--- config.mk ---
export PLATFORM = sky130hd
export DESIGN_NAME = axis_dw_down
export DESIGN_NICKNAME = d
export VERILOG_FILES = /design/src/rtl/axis_dw_pkg.sv /design/src/rtl/axis_dw_down.sv
export SDC_FILE = /design/constraint.sdc
export NUM_CORES = 1
export LEC_CHECK = 0
export CORE_MARGIN = 2
export CORE_UTILIZATION = 49
export DETAILED_ROUTE_END_ITERATION = 16
export PLACE_DENSITY = 0.95
export SYNTH_ARGS = -nofsm -noshare
export SYNTH_HDL_FRONTEND = slang
export SYNTH_SLANG_ARGS = --single-unit
--- constraint.sdc ---
create_clock -name clk_i -period 3.77 [get_ports clk_i]
set_input_delay 0.377 -clock clk_i [delete_from_list [all_inputs] [get_ports clk_i]]
set_output_delay 0.377 -clock clk_i [all_outputs]
set_load 0.03 [all_outputs]
--- src/rtl/axis_dw_pkg.sv ---
// Shared helpers for the AXI-Stream width converters: lane geometry and
// highest-active-lane search over a byte-enable vector.
package axis_dw_pkg;

  // Widest keep vector the lane search handles (512-bit data).
  localparam int KEEP_MAX_W = 64;

  typedef enum logic {
    IDLE = 1'b0,
    SEND = 1'b1
  } dw_state_t;

  function automatic int calc_ratio(input int w_wide, input int w_narrow);
    return (w_narrow > 0) ? (w_wide / w_narrow) : 1;
  endfunction

  function automatic int lane_bytes(input int w_narrow);
    return w_narrow / 8;
  endfunction

  function automatic int cnt_width(input int ratio);
    return (ratio > 1) ? $clog2(ratio) : 1;
  endfunction

  // Walks the keep vector one lane at a time; the last lane with any byte set wins.
  function automatic int msb_lane(input logic [KEEP_MAX_W-1:0] keep,
                                  input int lane_bytes_n);
    logic [KEEP_MAX_W-1:0] rest;
    logic [KEEP_MAX_W-1:0] mask;
    int lane;
    lane = 0;
    rest = keep;
    mask = ~({KEEP_MAX_W{1'b1}} << lane_bytes_n);
    for (int i = 0; i < KEEP_MAX_W; i++) begin
      if ((rest & mask) != '0) lane = i;
      rest = rest >> lane_bytes_n;
    end
    return lane;
  endfunction

endpackage

--- src/rtl/axis_dw_down.sv ---
// AXI-Stream downsizer: one wide beat in, up to RATIO narrow beats out,
// lowest lane first, trailing empty lanes trimmed by tkeep.
module axis_dw_down
  import axis_dw_pkg::*;
#(
  parameter int DATA_WIDTH_IN  = 128,
  parameter int DATA_WIDTH_OUT = 32,
  parameter int TLAST_EN       = 0,
  parameter int KEEP_EN        = 1
) (
  input  logic                        clk_i,
  input  logic                        rst_i,
  input  logic [DATA_WIDTH_IN-1:0]    s_axis_tdata_i,
  input  logic [DATA_WIDTH_IN/8-1:0]  s_axis_tkeep_i,
  input  logic                        s_axis_tlast_i,
  input  logic                        s_axis_tvalid_i,
  output logic                        s_axis_tready_o,
  output logic [DATA_WIDTH_OUT-1:0]   m_axis_tdata_o,
  output logic [DATA_WIDTH_OUT/8-1:0] m_axis_tkeep_o,
  output logic                        m_axis_tlast_o,
  output logic                        m_axis_tvalid_o,
  input  logic                        m_axis_tready_i
);

  localparam int RATIO      = calc_ratio(DATA_WIDTH_IN, DATA_WIDTH_OUT);
  localparam int LANE_BYTES = lane_bytes(DATA_WIDTH_OUT);
  localparam int KEEP_IN_W  = DATA_WIDTH_IN / 8;
  localparam int CNT_W      = cnt_width(RATIO);
  localparam int LANE_SLOTS = 2 ** CNT_W;

  if ((DATA_WIDTH_IN % DATA_WIDTH_OUT) != 0) begin : g_err_multiple
    $error("axis_dw_down: DATA_WIDTH_IN must be a multiple of DATA_WIDTH_OUT");
  end
  if ((DATA_WIDTH_OUT % 8) != 0) begin : g_err_bytes
    $error("axis_dw_down: DATA_WIDTH_OUT must be a multiple of 8");
  end
  if (DATA_WIDTH_IN < DATA_WIDTH_OUT) begin : g_err_order
    $error("axis_dw_down: DATA_WIDTH_IN must not be smaller than DATA_WIDTH_OUT");
  end
  if (KEEP_IN_W > KEEP_MAX_W) begin : g_err_keep
    $error("axis_dw_down: input keep wider than the lane search supports");
  end

  dw_state_t                state_q, state_d;
  logic [CNT_W-1:0]         lane_cnt, lane_cnt_d;
  logic [CNT_W-1:0]         lane_max, lane_max_in;
  logic [DATA_WIDTH_IN-1:0] data_q;
  logic [KEEP_IN_W-1:0]     keep_q;
  logic                     last_q;
  logic                     busy, at_last, in_hs, out_hs;

  logic [DATA_WIDTH_OUT-1:0] data_lanes [LANE_SLOTS];
  logic [LANE_BYTES-1:0]     keep_lanes [LANE_SLOTS];

  // Counter slots past RATIO only exist to keep the index width exact.
  for (genvar g = 0; g < LANE_SLOTS; g++) begin : g_lane
    if (g < RATIO) begin : g_used
      assign data_lanes[g] = data_q[g*DATA_WIDTH_OUT +: DATA_WIDTH_OUT];
      assign keep_lanes[g] = keep_q[g*LANE_BYTES +: LANE_BYTES];
    end else begin : g_unused
      assign data_lanes[g] = '0;
      assign keep_lanes[g] = '0;
    end
  end

  always_comb begin
    busy            = (state_q == SEND);
    at_last         = (lane_cnt == lane_max);
    s_axis_tready_o = ~rst_i & (~busy | (m_axis_tready_i & at_last));
    in_hs           = s_axis_tvalid_i & s_axis_tready_o;
    out_hs          = busy & m_axis_tready_i;
    lane_max_in     = (KEEP_EN != 0)
                      ? CNT_W'(msb_lane(KEEP_MAX_W'(s_axis_tkeep_i), LANE_BYTES))
                      : CNT_W'(RATIO - 1);
  end

  // A new wide beat always restarts at lane 0, even when it lands on the
  // final lane handshake of the previous one.
  always_comb begin
    state_d    = state_q;
    lane_cnt_d = lane_cnt;
    if (in_hs) begin
      state_d    = SEND;
      lane_cnt_d = '0;
    end else if (out_hs) begin
      if (at_last) begin
        state_d    = IDLE;
        lane_cnt_d = '0;
      end else begin
        lane_cnt_d = lane_cnt + CNT_W'(1);
      end
    end
  end

  always_ff @(posedge clk_i) begin
    if (rst_i) begin
      state_q  <= IDLE;
      lane_cnt <= '0;
      lane_max <= '0;
      data_q   <= '0;
      keep_q   <= '0;
      last_q   <= 1'b0;
    end else begin
      state_q  <= state_d;
      lane_cnt <= lane_cnt_d;
      if (in_hs) begin
        data_q   <= s_axis_tdata_i;
        keep_q   <= (KEEP_EN != 0) ? s_axis_tkeep_i : {KEEP_IN_W{1'b1}};
        last_q   <= (TLAST_EN != 0) ? s_axis_tlast_i : 1'b0;
        lane_max <= lane_max_in;
      end
    end
  end

  always_comb begin
    m_axis_tvalid_o = busy;
    m_axis_tdata_o  = data_lanes[lane_cnt];
    m_axis_tkeep_o  = keep_lanes[lane_cnt];
    m_axis_tlast_o  = last_q & at_last;
  end

endmodule
; After elaboration in Yosys (flattened, before gate mapping)
; Cells that the tools add are included.
[totals]
elab_cells = 36
latchBits = 0
ramBits = 0
rom_bits = 0
out_inout_bits = 39
in_bits = 149
mem_count = 0
regBits = 149
[classes]
reduce_logical = 7
add_sub_neg = 1
shift = 0
muxes = 13
n_lt_le_gt_ge = 1
n_eq_ne = 1
n_div = 0
bitwise = 8
n_mul = 0
[ops]
columns = operator, count
row1 = $reduce_bool 64->1, 3
row2 = $bmux 32 s2, 1
row3 = $mux 32, 2
row4 = $bmux 4 s2, 1
row5 = $mux 4, 2
row6 = $mux 2, 3
row7 = $and 1x1->1, 4
row8 = $mux 1, 4
row9 = $reduce_bool 2->1, 2
row10 = $ge 3x3->1 const B, 1
row11 = $not 2->3, 1
row12 = $add 2x1->2 const B, 1
row13 = $eq 2x2->1, 1
row14 = $not 1->1, 2
row15 = $reduce_and 2->1, 1
row16 = $reduce_or 2->1, 1
row17 = $or 1x1->1, 1

; Depth between registers and ports, before layout
; Gate-level depths: netlist (run 1).
[depth]
word_depth = 7
depth_mapped = 8
depth_no_buf = 4

; Worst setup path after synthesis (run 1)
; No wires, ideal clock.
[synth_path]
kind = flip-flop to output port
start = register lane_cnt[0]
end = output m_axis_tdata_o[18]
arrival_ns = 1.499
n_path_buf = 2
path_stages_with_launch = 4
path_slack_ns = 1.894
path_cell_list = dfxtp_1 -> buf_2 -> clkbuf_1 -> mux4_2
[synth_between]
elab_chain_cells = 4
[synth_rtl]
columns = element, line
row1 = from (decl), axis_dw_down.sv:45  ; logic [CNT_W-1:0] lane_cnt, lane_cnt_d;
row2 = from (signal assigned), axis_dw_down.sv:105  ; lane_cnt <= lane_cnt_d;
row3 = $not 2->3 (not written as such), axis_dw_down.sv:117  ; m_axis_tdata_o = data_lanes[lane_cnt];
row4 = $bmux 32 s2, axis_dw_down.sv:117
row5 = $mux 32 (not written as such) (2 in a row), axis_dw_down.sv:117
row6 = to (decl), axis_dw_down.sv:18  ; output logic [DATA_WIDTH_OUT-1:0] m_axis_tdata_o,
; No other way between the ends. The select of a mux whose other input is x is not followed.

; Worst setup path in the final report (run 1)
[layout_path]
start = register lane_cnt[0]
end = output m_axis_tdata_o[21]
; Same word-level chain as after synthesis.

==> results of run 1 <==
==> worst max-delay path by stage <==
stage	to	slack, ns
4_1_cts	m_axis_tdata_o[21]	0.72
6_report	m_axis_tdata_o[21]	0.77
2_1_floorplan	m_axis_tdata_o[18]	1.89
3_3_place_gp	m_axis_tdata_o[23]	1.22
5_1_grt	m_axis_tdata_o[21]	0.65
3_5_place_dp	m_axis_tdata_o[21]	1.18
==> flip-flops by register name (all words and copies together) (netlist names) <==
name / flops
keep_q: 16
lane_max: 2
m_axis_tvalid_o: 1
lane_cnt: 2
data_q: 128
==> through the flow <==
stage	hold slack [ns]	area [sq um]	std cells	util
floorplan	0.4369	5524	402	-
global placement	0.4505	7358	690	0.6729
detailed placement	0.4528	7358	690	0.6729
CTS	0.4734	7984	722	0.7301
global route	0.4835	7984	722	0.7301
finish	0.4711	7986	723	0.7303
==> per-layer routing <==
metal,vias up,GRT usage
met4,0,0.09554
li1,1951,-
met1,2102,0.2959
met3,21,0.07995
met5,-,0
met2,172,0.3891
==> logic make-up (layout without fill, tap and decap cells) <==
| family | Yosys count | in the layout | share of synthesized area |
|---|---|---|---|
| compound gates | 155 | 155 | 0.2430 |
| other cells | 1 | 2 | 0.0006789 |
| simple gates | 15 | 15 | 0.01721 |
| flops | 149 | 149 | 0.5400 |
| mux | 36 | 36 | 0.1468 |
| buf+inv | 44 | 224 | 0.04915 |
| xor+xnor | 2 | 2 | 0.003172 |
==> power by group <==
part / switching [mW] / total (mW) / internal (mW)
Clock: 0.636 / 1.75 / 1.12
Combinational: 0.221 / 0.534 / 0.313
Sequential: 0.0628 / 1.75 / 1.68
==> worst max-delay path, delay by kind of cell (launching register included) <==
family / cells / cell delay (ns)
mux: 1 / 0.54
buf+inv: 2 / 0.94
flops: 1 / 0.69
==> placed cells by master, fill, tap and decap left out, types with 3 or more instances in the layout <==
| cell type | instances |
|---|---|
| a22o_1 | 144 |
| buf_4 | 3 |
| clkbuf_16 | 17 |
| clkbuf_8 | 8 |
| clkdlybuf4s50_1 | 185 |
| dfxtp_1 | 147 |
| mux4_2 | 36 |
| nor2_1 | 4 |
==> cell type report <==
type	count	area, sq um	share of cell area
Antenna cell	1	2.502	0.0003133
Multi-Input combinational cell	209	2276	0.2850
Clock inverter	6	86.33	0.01081
Inverter	2	7.507	0.0009400
Tap cell	140	175.2	0.02193
Clock buffer	26	539.3	0.06752
Timing Repair Buffer	190	1914	0.2397
Sequential cell	149	2985	0.3738
==> impl_metrics.json, run 1 <==
{
  "power.density_mw_per_mm2": 504.9,
  "dpl_worst_slack_ns": 1.179,
  "cp.required_ns": 3.39,
  "maxUsedRoutingLayer": "met4",
  "synth_seq_cells": 149,
  "hold_viol": 0,
  "worst-r2r-setup-slack_ns": 1.33,
  "drtAntennaViolNets": 0,
  "fin_skew_ns": 0.007155,
  "grt_setup_unrepaired": "no",
  "cts.path.max_buffers": 2,
  "first_pass_iters": 6,
  "maxCapViolCount": 0,
  "vias": 4246,
  "async_flop_share": 0,
  "clock_sinks": 149,
  "viasPerCell": 5.873,
  "hold_path_class": "reg2reg",
  "tns_ns": 0,
  "drive_gt1_frac": 0.1323,
  "period_minus_slack_ns": 2.995,
  "htreeDepth": 4,
  "setup_viol": 0,
  "met1_length_mm": 5.825,
  "antenna_found_initial": 0,
  "fin_nets": 718,
  "synth_common_cells": "dfxtp_1 (149), a22o_1 (144), mux4_2 (36)",
  "hold_depth": 1,
  "ctsHoldBuffers": 0,
  "dr.first_iter.drc_count": 321,
  "min_from": "data_q[90]",
  "synth_top_cell_by_area": "dfxtp_1",
  "reg2reg_depth": 5,
  "groute.usage.overall": 0.2400,
  "start_util": 0.5051,
  "drc": 0,
  "synth_edf_count": 0,
  "whs_endpoint": "data_q[90]",
  "path_max_fanout": 26,
  "critPathArrivalTime_ns": 2.62,
  "wl_met3_mm": 1.054,
  "worstPathCellList": "buf_12 > mux4_2 > clkdlybuf4s50_1",
  "wl_per_cell_microns": 19.80,
  "seq_area_frac_synth": 0.5400,
  "clk_pin_slew_ns": 0.06,
  "synth_cell_types": 31,
  "yosysWarnings": 0,
  "vdd_drop_max_mv": 0.4376,
  "crit_type": "reg2out",
  "fmax_mhz": 333.9,
  "synthToLayoutAreaGrowth_pct": 44.58,
  "die_x_microns": 110.2,
  "grt_pass1_wl_mm": 21.88,
  "endpoint_kind": "output pin",
  "post_cts_buffers": 0,
  "cts_tree": "yes",
  "clk_latency_ns": 0.42,
  "synthFlopType": "dfxtp_1",
  "avgSynthCellArea_sq_um": 13.74,
  "max-slew-margin-rel": 0.4185,
  "grt_pass1_vias": 4290,
  "port_buffers": 185,
  "synth.most_common_cell": "dfxtp_1",
  "status": "completed",
  "syn-cell-area_sq_mm": 0.005524,
  "finalMaxSlewViolations": 0,
  "die-area_sq_mm": 0.01214,
  "dp_hpwl_mm": 9.532,
  "core-area_sq_mm": 0.01094,
  "gp_congestion": 0.7286,
  "grt_max_degree": 146,
  "total_power_mw": 4.033,
  "period_share": 0.7945,
  "crit_start": "lane_cnt[0]",
  "grt.overflow.total": 0,
  "cts-root-buf": "clkbuf_16",
  "tightest_slew_ns": 0.8722,
  "netlist.area_leader.share": 0.5400,
  "r2r_end": "data_q[33]",
  "slowest_stage": "dfxtp_2",
  "synthTopCellsByArea": "dfxtp_1 (54%), a22o_1 (23%), mux4_2 (15%), buf_2 (2.0%), buf_6 (1.4%)",
  "wl_met2_mm": 7.157,
  "drt-total-wl_mm": 14.32,
  "syn_nets": 551,
  "crit_path_max_incr_delay_ns": 0.69,
  "fin_ws_ns": 0.7747,
  "ctsResizeCount": 0,
  "die_h_microns": 110.2,
  "leakage_nw": 3.014,
  "cts_made_buffers": 17,
  "r2r_start": "lane_cnt[1]",
  "start_kind": "register",
  "fill_cells": 732,
  "rows": 38,
  "ios": 188,
  "synthCells": 402
}
Power figures use the tool's default switching activity.
==> run 2: changes to the inputs <==
--- a/config.mk
+++ b/config.mk
@@ -6,9 +6,9 @@
 export NUM_CORES = 1
 export LEC_CHECK = 0
 export CORE_MARGIN = 2
-export CORE_UTILIZATION = 49
+export CORE_UTILIZATION = 45
 export DETAILED_ROUTE_END_ITERATION = 16
-export PLACE_DENSITY = 0.95
+export PLACE_DENSITY = 0.91
 export SYNTH_ARGS = -nofsm -noshare
 export SYNTH_HDL_FRONTEND = slang
 export SYNTH_SLANG_ARGS = --single-unit
==> constraint.sdc (replaced) <==
create_clock -name clk_i -period 3.06 [get_ports clk_i]
set_input_delay 0.306 -clock clk_i [delete_from_list [all_inputs] [get_ports clk_i]]
set_output_delay 0.306 -clock clk_i [all_outputs]
set_load 0.03 [all_outputs]
==> run 2 against run 1 <==
- die area increased by 8.6%
- highest routed layer unchanged
- flip-flop and latch count unchanged
- clock power increased by 13%
- global-route usage decreased by 1.5 points
==> impl_metrics.json, run 2 (synthesized netlist as in run 1, its figures left out) <==
{
  "min_from": "data_q[98]",
  "tns_ns": 0,
  "final_cell_mix": "clkdlybuf4s50_1 (185), dfxtp_1 (147), a22o_1 (144)",
  "leakage_nw": 3.004,
  "clock_sinks": 149,
  "pwr-share-comb": 0.139,
  "whs_endpoint": "data_q[98]",
  "grt_pass1_vias": 4546,
  "vdd_drop_max_mv": 0.4644,
  "crit_path_max_incr_delay_ns": 0.72,
  "wl_per_cell_microns": 19.94,
  "gp_congestion": 0.7946,
  "crit_type": "reg2out",
  "core-area_sq_mm": 0.01201,
  "antennaDiodeCount": 0,
  "start_kind": "register",
  "viasPerCell": 5.736,
  "p_switching_mw": 1.097,
  "cts.path.max_buffers": 2,
  "switching_share": 0.2288,
  "drc": 0,
  "grt.overflow.total": 0,
  "period_minus_slack_ns": 2.617,
  "period_share": 0.8554,
  "hold_viol": 0,
  "finalMaxSlewViolations": 0,
  "port_buffers": 185,
  "power.density_mw_per_mm2": 601.3,
  "final_common_cell": "clkdlybuf4s50_1",
  "reg2reg_depth": 6,
  "hold_path_class": "reg2reg",
  "start_util": 0.4599,
  "maxCapViolCount": 0,
  "r2r_end": "keep_q[15]",
  "slowest_stage": "clkdlybuf4s50_1",
  "pwr-share-seq": 0.448,
  "rows": 40,
  "post_cts_buffers": 0,
  "clk_latency_ns": 0.42,
  "setup_viol": 0,
  "fmax_mhz": 382.1,
  "finalNonFillerCells": 731,
  "fin_skew_ns": 0.01131,
  "cts-root-buf": "clkbuf_16",
  "first_pass_iters": 4,
  "worst-r2r-setup-slack_ns": 1.00,
  "die_h_microns": 114.8,
  "fin_nets": 722,
  "ctsHoldBuffers": 0,
  "grt_setup_unrepaired": "no",
  "critPathArrivalTime_ns": 2.31,
  "clockPowerShare": 0.413,
  "cp.required_ns": 2.75,
  "p_int_mw": 3.697,
  "largestRegisters": "data_q x128, keep_q x16",
  "cts_made_buffers": 17,
  "drive_gt1_frac": 0.1267,
  "antenna_found_initial": 0,
  "cts_tree": "yes",
  "die-area_sq_mm": 0.01318,
  "groute.usage.overall": 0.2252,
  "die_x_microns": 114.8,
  "endpoint_kind": "output pin",
  "drtAntennaViolNets": 0,
  "htreeDepth": 4,
  "worstPathCellList": "buf_4 > xnor2_1 > a31oi_2 > nor2_1 > clkdlybuf4s50_1",
  "clk_pin_slew_ns": 0.06,
  "largest-register": "data_q",
  "dp_cells": 701,
  "ios": 188,
  "grt_pass1_wl_mm": 23.02,
  "largest_reg_flops": 128,
  "r2r_start": "lane_cnt[0]",
  "dr.first_iter.drc_count": 382,
  "ctsResizeCount": 0,
  "vias": 4193,
  "grt_max_degree": 110,
  "synthToLayoutAreaGrowth_pct": 44.33,
  "path_max_fanout": 10,
  "hold_depth": 1,
  "dp_hpwl_mm": 9.800,
  "status": "completed",
  "fin_util": 0.6638,
  "drt-total-wl_mm": 14.57
}
-- run 2: changes by cell type in the layout (fill, tap and decap cells not counted), sizes merged --
cell / delta
clkbuf: -1
clkinvlp: -1
inv: -1
diode: -1
buf: +4
clkinv: +1
-- run 2: how the worst max path moves through the flow --
| stage | start | endpoint | slack (ns) |
|---|---|---|---|
| floorplan | lane_cnt[0] | m_axis_tdata_o[18] | 1.25 |
| global placement | lane_cnt[0] | s_axis_tready_o | 0.91 |
| detailed placement | lane_cnt[0] | s_axis_tready_o | 0.87 |
| CTS | lane_cnt[0] | s_axis_tready_o | 0.40 |
| global route | lane_cnt[0] | s_axis_tready_o | 0.33 |
| finish | lane_cnt[0] | s_axis_tready_o | 0.44 |
-- run 2: metal layers --
metal  track usage  up-vias  wire length (microns)
met5             0        -                      0
met3       0.07011       19                   1028
met2        0.3748      169                   7306
met1        0.2743     2056                   5987
li1              -     1949                      -
met4       0.08996        0                    252
-- run 2: final cells by class --
type | count | area, sq um
Clock buffer | 25 | 475.5
Clock inverter | 5 | 75.07
Fill cell | 877 | 4039
Inverter | 2 | 7.507
Multi-Input combinational cell | 209 | 2276
Sequential cell | 149 | 2985
Tap cell | 147 | 183.9
Timing Repair Buffer | 194 | 1969
-- run 2: power groups by stage --
stage	combinational, mW	sequential, mW	clock, mW
after floorplan	0.365	2.16	0
after global placement	0.646	2.18	0
after detailed placement	0.663	2.19	0
after CTS	0.670	2.15	2.01
after global routing	0.708	2.16	2.09
final	0.667	2.15	1.98
-- run 2: critical path, delay by kind of cell (launching register included) --
kind	cells	cell delay, ns
AO/OA/AOI/OAI	1	0.18
XOR/XNOR	1	0.20
buffers and inverters	2	0.99
flip-flops	1	0.41
AND/OR/NAND/NOR	1	0.12
-- run 2: stage by stage --
stage                     total power, mW  setup WS [ns]  instance area, sq um  hold WS [ns]
final                               4.794         0.4426                  7973        0.4650
after global routing                4.963         0.3261                  7973        0.4766
after CTS                           4.829         0.3981                  7973        0.4692
after detailed placement            2.849         0.8677                  7422        0.4509
after global placement              2.823         0.9104                  7422        0.4504
after floorplan                     2.527          1.255                  5524        0.4267
==> run 3: changes to the inputs <==
--- a/config.mk
+++ b/config.mk
@@ -5,8 +5,10 @@
 export SDC_FILE = /design/constraint.sdc
 export NUM_CORES = 1
 export LEC_CHECK = 0
+export CORE_ASPECT_RATIO = 0.6
 export CORE_MARGIN = 2
 export CORE_UTILIZATION = 45
+export CTS_CLUSTER_SIZE = 10
 export DETAILED_ROUTE_END_ITERATION = 16
 export PLACE_DENSITY = 0.91
 export SYNTH_ARGS = -nofsm -noshare
==> run 3 against run 2 <==
- sequential share of layout area decreased by 0.25 points
- via count increased by 0.76%
- global-route usage decreased by 0.87 points
- sequential power about the same
- clock skew about the same
- wire length decreased by 1.6%
- setup slack got worse by 0.18 ns
- first-iteration DRC count decreased by 60%
- largest power group unchanged
==> impl_metrics.json, run 3 (synthesized netlist as in run 1, its figures left out) <==
{
  "dr.first_iter.drc_count": 154,
  "hold_viol": 0,
  "dp_hpwl_mm": 9.707,
  "max-slew-margin-rel": 0.5834,
  "antenna_found_initial": 0,
  "fin_nets": 720,
  "crit_path_max_incr_delay_ns": 0.70,
  "gp_congestion": 0.8031,
  "design_area_sq_mm": 0.008025,
  "critPathArrivalTime_ns": 2.49,
  "port_buffers": 185,
  "drive_gt1_frac": 0.1338,
  "ctsHoldBuffers": 0,
  "period_minus_slack_ns": 2.793,
  "dpl_cell_area_sq_mm": 0.007430,
  "largestRegisters": "data_q x128, keep_q x16",
  "fin_ws_ns": 0.2670,
  "grt_setup_unrepaired": "no",
  "hold_path_class": "reg2reg",
  "hold_depth": 1,
  "drtAntennaViolNets": 0,
  "clk_latency_ns": 0.40,
  "slowest_stage": "clkdlybuf4s50_1",
  "viasPerCell": 5.648,
  "start_util": 0.4594,
  "grt_pass1_vias": 4342,
  "fmax_mhz": 358.0,
  "wl_per_cell_microns": 19.17,
  "cts-root-buf": "clkbuf_16",
  "htreeDepth": 4,
  "largest-register": "data_q",
  "finalMaxSlewViolations": 0,
  "die_h_microns": 89.82,
  "ctsResizeCount": 0,
  "clock_sinks": 149,
  "tightest_slew_ns": 0.6248,
  "worst-path-buf-inv": 2,
  "reg2reg_depth": 6,
  "critical-path-top-delay-family": "buffers and inverters",
  "path_max_fanout": 19,
  "die_x_microns": 147.0,
  "final_cell_mix": "clkdlybuf4s50_1 (185), dfxtp_1 (147), a22o_1 (144)",
  "status": "completed",
  "fin_skew_ns": 0.01100,
  "grt_pass1_wl_mm": 22.84,
  "hold_ws_ns": 0.4661,
  "maxCapViolCount": 0,
  "vdd_drop_max_mv": 0.3929,
  "largest_reg_flops": 128,
  "synthToLayoutAreaGrowth_pct": 45.28,
  "leakage_nw": 3.015,
  "post_cts_buffers": 0,
  "dpl_worst_slack_ns": 0.6546,
  "endpoint_kind": "output pin",
  "period_share": 0.9127,
  "clk_pin_slew_ns": 0.06,
  "rows": 31,
  "worstPathCellList": "buf_12 > xnor2_1 > a31oi_2 > nor2_1 > clkdlybuf4s50_1",
  "critical_path_depth": 5,
  "power.density_mw_per_mm2": 611.1,
  "setup_viol": 0,
  "antennaDiodeCount": 0,
  "first_pass_iters": 4,
  "tns_ns": 0,
  "grt_max_degree": 146,
  "vias": 4225,
  "grt.overflow.total": 0,
  "cts.path.max_buffers": 2,
  "ios": 188,
  "groute.usage.overall": 0.2164,
  "crit_type": "reg2out",
  "drc": 0,
  "final_common_cell": "clkdlybuf4s50_1",
  "core-area_sq_mm": 0.01202,
  "drt-total-wl_mm": 14.34,
  "cts_made_buffers": 17,
  "die-area_sq_mm": 0.01321,
  "cts_tree": "yes",
  "cp.required_ns": 2.75,
  "start_kind": "register"
}
-- run 3: final cells by class --
class                   count  area, sq um
repair buffers            192         1954
inverters                   2        7.507
fillers                   851         3999
flip-flops and latches    149         2985
clock inverters            12        152.6
well taps                 165        206.4
clock buffers              19        442.9
multi-input cells         209         2276
-- run 3: final timing paths --
check | slack, ns | to | start
max | 0.27 | s_axis_tready_o | lane_cnt[0]
min | 0.47 | data_q[114] | data_q[114]
max reg2reg | 0.70 | data_q[81] | lane_cnt[0]
min reg2reg | 0.47 | data_q[114] | data_q[114]
-- run 3: through the flow --
stage	utilization	total power [mW]	cells
2_1_floorplan	-	2.527	402
3_3_place_gp	0.6179	2.822	717
3_5_place_dp	0.6179	2.849	717
4_1_cts	0.6674	4.940	748
5_1_grt	0.6674	5.088	748
6_report	0.6674	4.904	748
-- run 3: power by group --
part	internal [mW]	switching, mW
sequential	2.07	0.0750
combinational	0.389	0.276
clock	1.30	0.788
-- run 3: layer usage --
layer | up-vias | GRT usage | wire length [microns]
li1 | 1946 | - | -
met1 | 2116 | 0.2933 | 6478
met2 | 155 | 0.3361 | 6538
met3 | 8 | 0.07563 | 1229
met4 | 0 | 0.05128 | 91
met5 | - | 0 | 0
